--- src/rtl/ascii_inst_pkg.sv ---
// Shared ASCII character constants used by the character writer and the command parser.
package ascii_inst_pkg;

  localparam logic [7:0] _0               = 8'h30;
  localparam logic [7:0] _9               = 8'h39;
  localparam logic [7:0] _A               = 8'h41;
  localparam logic [7:0] _Z               = 8'h5A;
  localparam logic [7:0] _a               = 8'h61;
  localparam logic [7:0] _z               = 8'h7A;
  localparam logic [7:0] _PLUS            = 8'h2B;
  localparam logic [7:0] _MINUS           = 8'h2D;
  localparam logic [7:0] _SPACE           = 8'h20;
  localparam logic [7:0] _LINE_FEED       = 8'h0A;
  localparam logic [7:0] _CARRIAGE_RETURN = 8'h0D;

  // Distance between a lowercase letter and its uppercase form.
  localparam logic [7:0] CASE_OFFSET      = 8'h20;

endpackage

--- src/rtl/ascii_cmd_pkg.sv ---
// Types and character-class helpers for the ASCII motor command parser.
package ascii_cmd_pkg;

  import ascii_inst_pkg::*;

  typedef enum logic [2:0] {
    ST_IDLE    = 3'd0,
    ST_SIGN    = 3'd1,
    ST_DIGITS  = 3'd2,
    ST_HOLD    = 3'd3,
    ST_DISCARD = 3'd4
  } parser_state_t;

  typedef enum logic [1:0] {
    ERR_BAD_CHAR  = 2'd0,
    ERR_NO_DIGITS = 2'd1,
    ERR_TOO_LONG  = 2'd2,
    ERR_OVERFLOW  = 2'd3
  } err_code_t;

  function automatic logic is_digit(input logic [7:0] ch);
    return (ch >= _0) && (ch <= _9);
  endfunction

  function automatic logic is_upper(input logic [7:0] ch);
    return (ch >= _A) && (ch <= _Z);
  endfunction

  function automatic logic is_lower(input logic [7:0] ch);
    return (ch >= _a) && (ch <= _z);
  endfunction

  function automatic logic is_sign(input logic [7:0] ch);
    return (ch == _PLUS) || (ch == _MINUS);
  endfunction

endpackage

--- src/rtl/ascii_dec_mac.sv ---
// Decimal multiply-accumulate: acc*10 + digit via shift-add, flagged when the result exceeds a limit.
module ascii_dec_mac #(
  parameter int ACC_W = 20
) (
  input  logic [ACC_W-1:0] i_acc,
  input  logic [3:0]       i_digit,
  input  logic [ACC_W-1:0] i_limit,
  output logic [ACC_W-1:0] o_result,
  output logic             o_overflow
);

  localparam int EXT_W = ACC_W + 4;

  logic [EXT_W-1:0] w_times8;
  logic [EXT_W-1:0] w_times2;
  logic [EXT_W-1:0] w_digit;
  logic [EXT_W-1:0] w_sum;

  // Four guard bits keep the product exact even when the accumulator is at full width.
  assign w_times8   = {1'b0, i_acc, 3'b000};
  assign w_times2   = {3'b000, i_acc, 1'b0};
  assign w_digit    = {{(EXT_W-4){1'b0}}, i_digit};
  assign w_sum      = w_times8 + w_times2 + w_digit;

  assign o_result   = w_sum[ACC_W-1:0];
  assign o_overflow = (w_sum > {4'b0000, i_limit});

endmodule

--- src/rtl/ascii_cmd_parser.sv ---
// Parses "<OP>[+|-]<digits><LF>" lines from the UART receiver into an opcode and a signed value.
module ascii_cmd_parser
  import ascii_inst_pkg::*;
  import ascii_cmd_pkg::*;
#(
  parameter int VAL_W      = 16,
  parameter int MAX_DIGITS = 5
) (
  input  logic             i_clk,
  input  logic             i_rst,
  input  logic [7:0]       i_rx_data,
  input  logic             i_rx_valid,
  output logic             o_rx_ready,
  output logic             o_cmd_valid,
  input  logic             i_cmd_ready,
  output logic [7:0]       o_cmd_op,
  output logic [VAL_W-1:0] o_cmd_value,
  output logic             o_err_valid,
  output logic [1:0]       o_err_code
);

  localparam int ACC_W = VAL_W + 4;
  localparam int CNT_W = $clog2(MAX_DIGITS + 1);

  // Negative magnitudes may reach 2^(VAL_W-1); positives stop one short of it.
  localparam logic [ACC_W-1:0] LIMIT   = ACC_W'(1) << (VAL_W - 1);
  localparam logic [ACC_W-1:0] POS_MAX = LIMIT - ACC_W'(1);
  localparam logic [CNT_W-1:0] CNT_MAX = CNT_W'(MAX_DIGITS);

  parser_state_t    r_state;
  logic [7:0]       r_op;
  logic             r_neg;
  logic [ACC_W-1:0] r_acc;
  logic [CNT_W-1:0] r_count;
  logic             r_cmd_valid;
  logic [7:0]       r_cmd_op;
  logic [VAL_W-1:0] r_cmd_value;
  logic             r_err_valid;
  err_code_t        r_err_code;

  logic             w_rx_ready;
  logic             w_accept;
  logic             w_byte_in;
  logic             w_is_lf;
  logic             w_is_digit;
  logic [3:0]       w_digit;
  logic [ACC_W-1:0] w_mac_result;
  logic             w_mac_overflow;
  logic [VAL_W-1:0] w_signed_value;

  assign w_rx_ready = (r_state != ST_HOLD);
  assign w_accept   = i_rx_valid & w_rx_ready;
  assign w_byte_in  = w_accept & (i_rx_data != _CARRIAGE_RETURN);
  assign w_is_lf    = (i_rx_data == _LINE_FEED);
  assign w_is_digit = is_digit(i_rx_data);
  assign w_digit    = i_rx_data[3:0];

  ascii_dec_mac #(
    .ACC_W (ACC_W)
  ) u_mac (
    .i_acc      (r_acc),
    .i_digit    (w_digit),
    .i_limit    (LIMIT),
    .o_result   (w_mac_result),
    .o_overflow (w_mac_overflow)
  );

  // Two's complement of the magnitude; a magnitude of 2^(VAL_W-1) maps onto the most negative value.
  assign w_signed_value = r_neg ? (~r_acc[VAL_W-1:0] + 1'b1) : r_acc[VAL_W-1:0];

  always_ff @(posedge i_clk or posedge i_rst) begin
    if (i_rst) begin
      r_state     <= ST_IDLE;
      r_op        <= '0;
      r_neg       <= 1'b0;
      r_acc       <= '0;
      r_count     <= '0;
      r_cmd_valid <= 1'b0;
      r_cmd_op    <= '0;
      r_cmd_value <= '0;
      r_err_valid <= 1'b0;
      r_err_code  <= ERR_BAD_CHAR;
    end else begin
      r_err_valid <= 1'b0;
      case (r_state)
        ST_IDLE: begin
          if (w_byte_in) begin
            if (is_upper(i_rx_data)) begin
              r_op    <= i_rx_data;
              r_state <= ST_SIGN;
            end else if (is_lower(i_rx_data)) begin
              r_op    <= i_rx_data - CASE_OFFSET;
              r_state <= ST_SIGN;
            end else if (!w_is_lf) begin
              r_err_valid <= 1'b1;
              r_err_code  <= ERR_BAD_CHAR;
              r_state     <= ST_DISCARD;
            end
          end
        end

        ST_SIGN: begin
          if (w_byte_in) begin
            if (is_sign(i_rx_data)) begin
              r_neg   <= (i_rx_data == _MINUS);
              r_state <= ST_DIGITS;
            end else if (w_is_digit) begin
              r_acc   <= {{(ACC_W-4){1'b0}}, w_digit};
              r_count <= CNT_W'(1);
              r_state <= ST_DIGITS;
            end else if (w_is_lf) begin
              r_err_valid <= 1'b1;
              r_err_code  <= ERR_NO_DIGITS;
              r_neg       <= 1'b0;
              r_acc       <= '0;
              r_count     <= '0;
              r_state     <= ST_IDLE;
            end else begin
              r_err_valid <= 1'b1;
              r_err_code  <= ERR_BAD_CHAR;
              r_state     <= ST_DISCARD;
            end
          end
        end

        // Digit-length is checked before overflow so a sixth digit always reports TOO_LONG.
        ST_DIGITS: begin
          if (w_byte_in) begin
            if (w_is_digit) begin
              if (r_count == CNT_MAX) begin
                r_err_valid <= 1'b1;
                r_err_code  <= ERR_TOO_LONG;
                r_state     <= ST_DISCARD;
              end else if (w_mac_overflow) begin
                r_err_valid <= 1'b1;
                r_err_code  <= ERR_OVERFLOW;
                r_state     <= ST_DISCARD;
              end else begin
                r_acc   <= w_mac_result;
                r_count <= r_count + CNT_W'(1);
              end
            end else if (w_is_lf) begin
              if (r_count == '0) begin
                r_err_valid <= 1'b1;
                r_err_code  <= ERR_NO_DIGITS;
                r_state     <= ST_IDLE;
              end else if (!r_neg && (r_acc > POS_MAX)) begin
                r_err_valid <= 1'b1;
                r_err_code  <= ERR_OVERFLOW;
                r_state     <= ST_IDLE;
              end else begin
                r_cmd_op    <= r_op;
                r_cmd_value <= w_signed_value;
                r_cmd_valid <= 1'b1;
                r_state     <= ST_HOLD;
              end
              r_neg   <= 1'b0;
              r_acc   <= '0;
              r_count <= '0;
            end else begin
              r_err_valid <= 1'b1;
              r_err_code  <= ERR_BAD_CHAR;
              r_state     <= ST_DISCARD;
            end
          end
        end

        ST_HOLD: begin
          if (i_cmd_ready) begin
            r_cmd_valid <= 1'b0;
            r_state     <= ST_IDLE;
          end
        end

        ST_DISCARD: begin
          if (w_byte_in && w_is_lf) begin
            r_neg   <= 1'b0;
            r_acc   <= '0;
            r_count <= '0;
            r_state <= ST_IDLE;
          end
        end

        default: begin
          r_neg   <= 1'b0;
          r_acc   <= '0;
          r_count <= '0;
          r_state <= ST_IDLE;
        end
      endcase
    end
  end

  assign o_rx_ready  = w_rx_ready;
  assign o_cmd_valid = r_cmd_valid;
  assign o_cmd_op    = r_cmd_op;
  assign o_cmd_value = r_cmd_value;
  assign o_err_valid = r_err_valid;
  assign o_err_code  = r_err_code;

endmodule

--- config.mk ---
export PLATFORM = sky130hd
export DESIGN_NAME = ascii_cmd_parser
export DESIGN_NICKNAME = d
export VERILOG_FILES = /design/src/rtl/ascii_inst_pkg.sv /design/src/rtl/ascii_cmd_pkg.sv /design/src/rtl/ascii_dec_mac.sv /design/src/rtl/ascii_cmd_parser.sv
export SDC_FILE = /design/constraint.sdc
export NUM_CORES = 1
export LEC_CHECK = 0
export ABC_CLOCK_PERIOD_IN_PS = 4200
export BUFFER_PORTS_ARGS = -buffer_cell sky130_fd_sc_hd__buf_2
export CAP_MARGIN = 40
export CORE_UTILIZATION = 55
export CTS_CLUSTER_DIAMETER = 150
export DETAILED_ROUTE_END_ITERATION = 10
export PLACE_DENSITY = 0.77
export SYNTH_ARGS = -nofsm -noshare
export SYNTH_HDL_FRONTEND = slang
export SYNTH_SLANG_ARGS = --single-unit
--- constraint.sdc ---
create_clock -name i_clk -period 4.2 [get_ports i_clk]
set_clock_uncertainty 0.2 [all_clocks]
set_input_delay 0.84 -clock i_clk [delete_from_list [all_inputs] [get_ports i_clk]]
set_output_delay 0.84 -clock i_clk [all_outputs]
set_load 0.02 [all_outputs]
==> summary.md <==
| Metric | Value |
|---|---|
| CTS tree | `done` |
| GRT overflow | `0` |
| Synth async-reset ratio | `100.0%` |
| Cell area after synthesis | `4917 um^2` |
| Status | `finished, violations left` |
| Area growth syn-to-layout | `20.74%` |
| Max Transition Viols Final | `0` |
| Static Leak | `2.960 nW` |
| Die area | `9323 um^2` |
| RR Startpoint | `r_acc[2]` |
| Initial antenna violation count | `0` |
| FMAX | `0.2303 GHz` |
| Setup violations, final | `21` |
| Worst slew pin tran | `0.7770 ns` |
| Ys flop type | `dfrtp_1` |
| Cell breakdown of the critical path | `buf_8, inv_4, fa_1, fa_2, and2b_2, o2111ai_4, a211o_1, o211a_1, or4_4, o41ai_4, buf_4, nand4_1, a31o_4, a22o_1` |
| Most common cell after layout, fill and taps aside | `dfrtp_1` |
| Diode count | `0` |
| Routed WL | `13,290 um` |
| Critical path's top delay family | `compound AO/OA/AOI/OAI gates` |
| CP max-delay cell | `or4_4` |
| Slew HR | `48.12%` |
| First DRT Iteration DRCs | `405` |
| Worst Path Max Fanout | `5` |
| Reg area | `1577 um^2` |
| Power per cell area | `318.8 nW/um^2` |
| DR WL/cell | `17.96 um` |
| Crit path DAT | `4.37 ns` |
| Drt first pass iters | `5` |
| Violated checks | `setup timing` |
| Clk slew on worst S/H paths | `0.07 ns` |
| Clk_lat worst skew | `0.34 ns` |
| GPL Wtd Cong | `0.9248` |
| Setup slack at placement | `-0.6215 ns` |
| CP startpoint | `i_rx_data[3]` |
| Register area share after synthesis | `32.06%` |
| # IOs | `41` |
| CTS Buf Count | `9` |
| Global-route wire length before repair | `20,520 um` |
| Fin. Hold Viols | `0` |
| Pin count of the biggest net entering global routing | `41` |
| Core Area | `8678 um^2` |
| Number of synthesized register bits | `63` |
| Delay of the slowest cell on the worst path | `0.55 ns` |
| Number of distinct library cells after synthesis | `74` |
| CTS root buf | `clkbuf_8` |
| Fillcell total | `688` |
| Port bufs | `40` |
| Clock tree sinks | `63` |
| Crit path required time | `4.23 ns` |
| EDFF count, synth | `0` |
| DIE HEIGHT | `96.56 um` |
| Via count | `4,664` |
| RSZ-0062 raised after global routing | `true` |
| Overall routing resource usage | `28.69%` |
| Total power | `1.893 mW` |
| Avg Cell Area, Syn | `8.989 um^2` |
| Hold Crit Class | `reg -> reg` |
| Final Cycle Share | `103.4%` |
| Vias in the first global route | `4,240` |
| Die Span X | `96.56 um` |
| Bufs and invs on worst path | `3` |
| Share of layout cells above drive strength 1 | `24.84%` |
| Most frequent cells in the layout | `63 x dfrtp_1, 57 x nand2_1, 53 x buf_4` |
| Max-Cap Viols | `0` |
| DR vias/cell | `6.303` |
| WS Path Type | `in -> reg` |
| Nets | `687` |
| Area taken by multi-input logic gates | `3289 um^2` |
| Startpoint Class | `input port` |
| Antenna-violating nets left | `0` |
| Initial Util | `56.66%` |
| Worst min-delay path startpoint | `o_cmd_value[4]` |
| DRC Markers | `0` |
| Synth warn | `0` |
| Clk buf depth | `2` |
| Post-Syn Nets | `607` |
| Worst Setup End Kind | `register` |
| Minimum clock period | `4.342 ns` |
| Post-DP HPWL | `9636 um` |
| Htree depth | `3` |
| Syn Inst Count | `547` |
| Rows | `34` |
| Final worst setup slack | `-0.1423 ns` |
| Worst IR Drop VDD | `0.1471 mV` |
[repair_timing]
item,4_1_cts,5_1_grt
cloned,2,0
hold buffers,0,0
pin swaps,8,9
buffers inserted,3,3
setup endpoints to repair,26,27
resized for setup,16,16
[logic make-up after synthesis]
kind of cell,synth area share (%)
AO/OA/AOI/OAI,24.38
XOR/XNOR,5.165
adder cells (fa/ha/maj),12.52
buffers and inverters,4.733
flip-flops,32.06
multiplexers,3.842
AND/OR/NAND/NOR,17.30
[power breakdown]
group	internal [mW]	switching, mW	total (mW)
Sequential	0.676	0.0682	0.744
Clock	0.248	0.246	0.494
Combinational	0.279	0.376	0.654
[flip-flops by register name, summed over array words and instances (netlist names)]
name / cells
o_cmd_op: 8
o_cmd_valid: 1
o_cmd_value: 16
o_err_code: 2
o_err_valid: 1
r_acc: 20
r_count: 3
r_neg: 1
r_op: 8
r_state: 3
[final cells by class]
type,instances,area share (%)
multi-input cells,429,55.41
flip-flops and latches,63,26.55
repair buffers,95,10.73
clock buffers,12,2.613
well taps,108,2.276
inverters,29,1.918
clock inverters,4,0.5058
[synth_stat cells (7+ instances only)]
| master | instances | area (um^2) |
|---|---|---|
| a211oi_1 | 8 | 60.06 |
| a21o_1 | 10 | 75.07 |
| a21oi_1 | 35 | 175.2 |
| a22o_1 | 12 | 105.1 |
| and2_1 | 7 | 43.79 |
| clkbuf_1 | 24 | 90.09 |
| dfrtp_1 | 63 | 1577 |
| ha_1 | 46 | 575.6 |
| inv_1 | 29 | 108.9 |
| mux2_1 | 9 | 101.4 |
| nand2_1 | 57 | 214.0 |
| nand3_1 | 10 | 50.05 |
| nor2_1 | 26 | 97.59 |
| nor3_1 | 7 | 35.03 |
| nor4_1 | 7 | 43.79 |
| o21ai_0 | 44 | 220.2 |
| o31ai_1 | 8 | 60.06 |
| xnor2_1 | 11 | 96.34 |
| xor2_1 | 18 | 157.7 |
[metal layers]
metal | global-route usage (%) | part of all wire, % | vias to the layer above
met2 | 47.01 | 48 | 185
met5 | 0 | 0 | -
met3 | 5.556 | 5.6 | 42
li1 | - | - | 2195
met4 | 12.62 | 2.9 | 0
met1 | 36.58 | 44 | 2242
[per-stage QoR]
step / hold WS [ns] / setup TNS, ns / util [%] / area, um^2 / std cells
2_1_floorplan: 0.2541 / -5.890 / - / 4962 / 547
3_3_place_gp: 0.2569 / -12.20 / 63.61 / 5520 / 716
3_5_place_dp: 0.2655 / -15.51 / 63.61 / 5520 / 716
4_1_cts: 0.2789 / -0.8474 / 67.17 / 5829 / 737
5_1_grt: 0.3078 / -3.425 / 68.41 / 5937 / 740
6_report: 0.2688 / -1.898 / 68.41 / 5937 / 740
[tightest hold or removal path: stages, from the launching register on]
cell and delay (ns):
dfrtp_1 0.33, nand2_1 0.04, o21ai_0 0.05
[path summary, 6_finish.rpt]
check / end / slack, ns / cells past startpoint
setup / recovery: r_acc[13] / -0.14 / 14
hold / removal: o_cmd_value[4] / 0.27 / 2
setup reg to reg: r_acc[13] / -0.02 / 15
hold reg to reg: o_cmd_value[4] / 0.27 / 2
max in group asynchronous: r_acc[7] / 2.52 / 3
min in group asynchronous: o_cmd_value[15] / 0.43 / 2
Power figures use the tool's default switching activity.
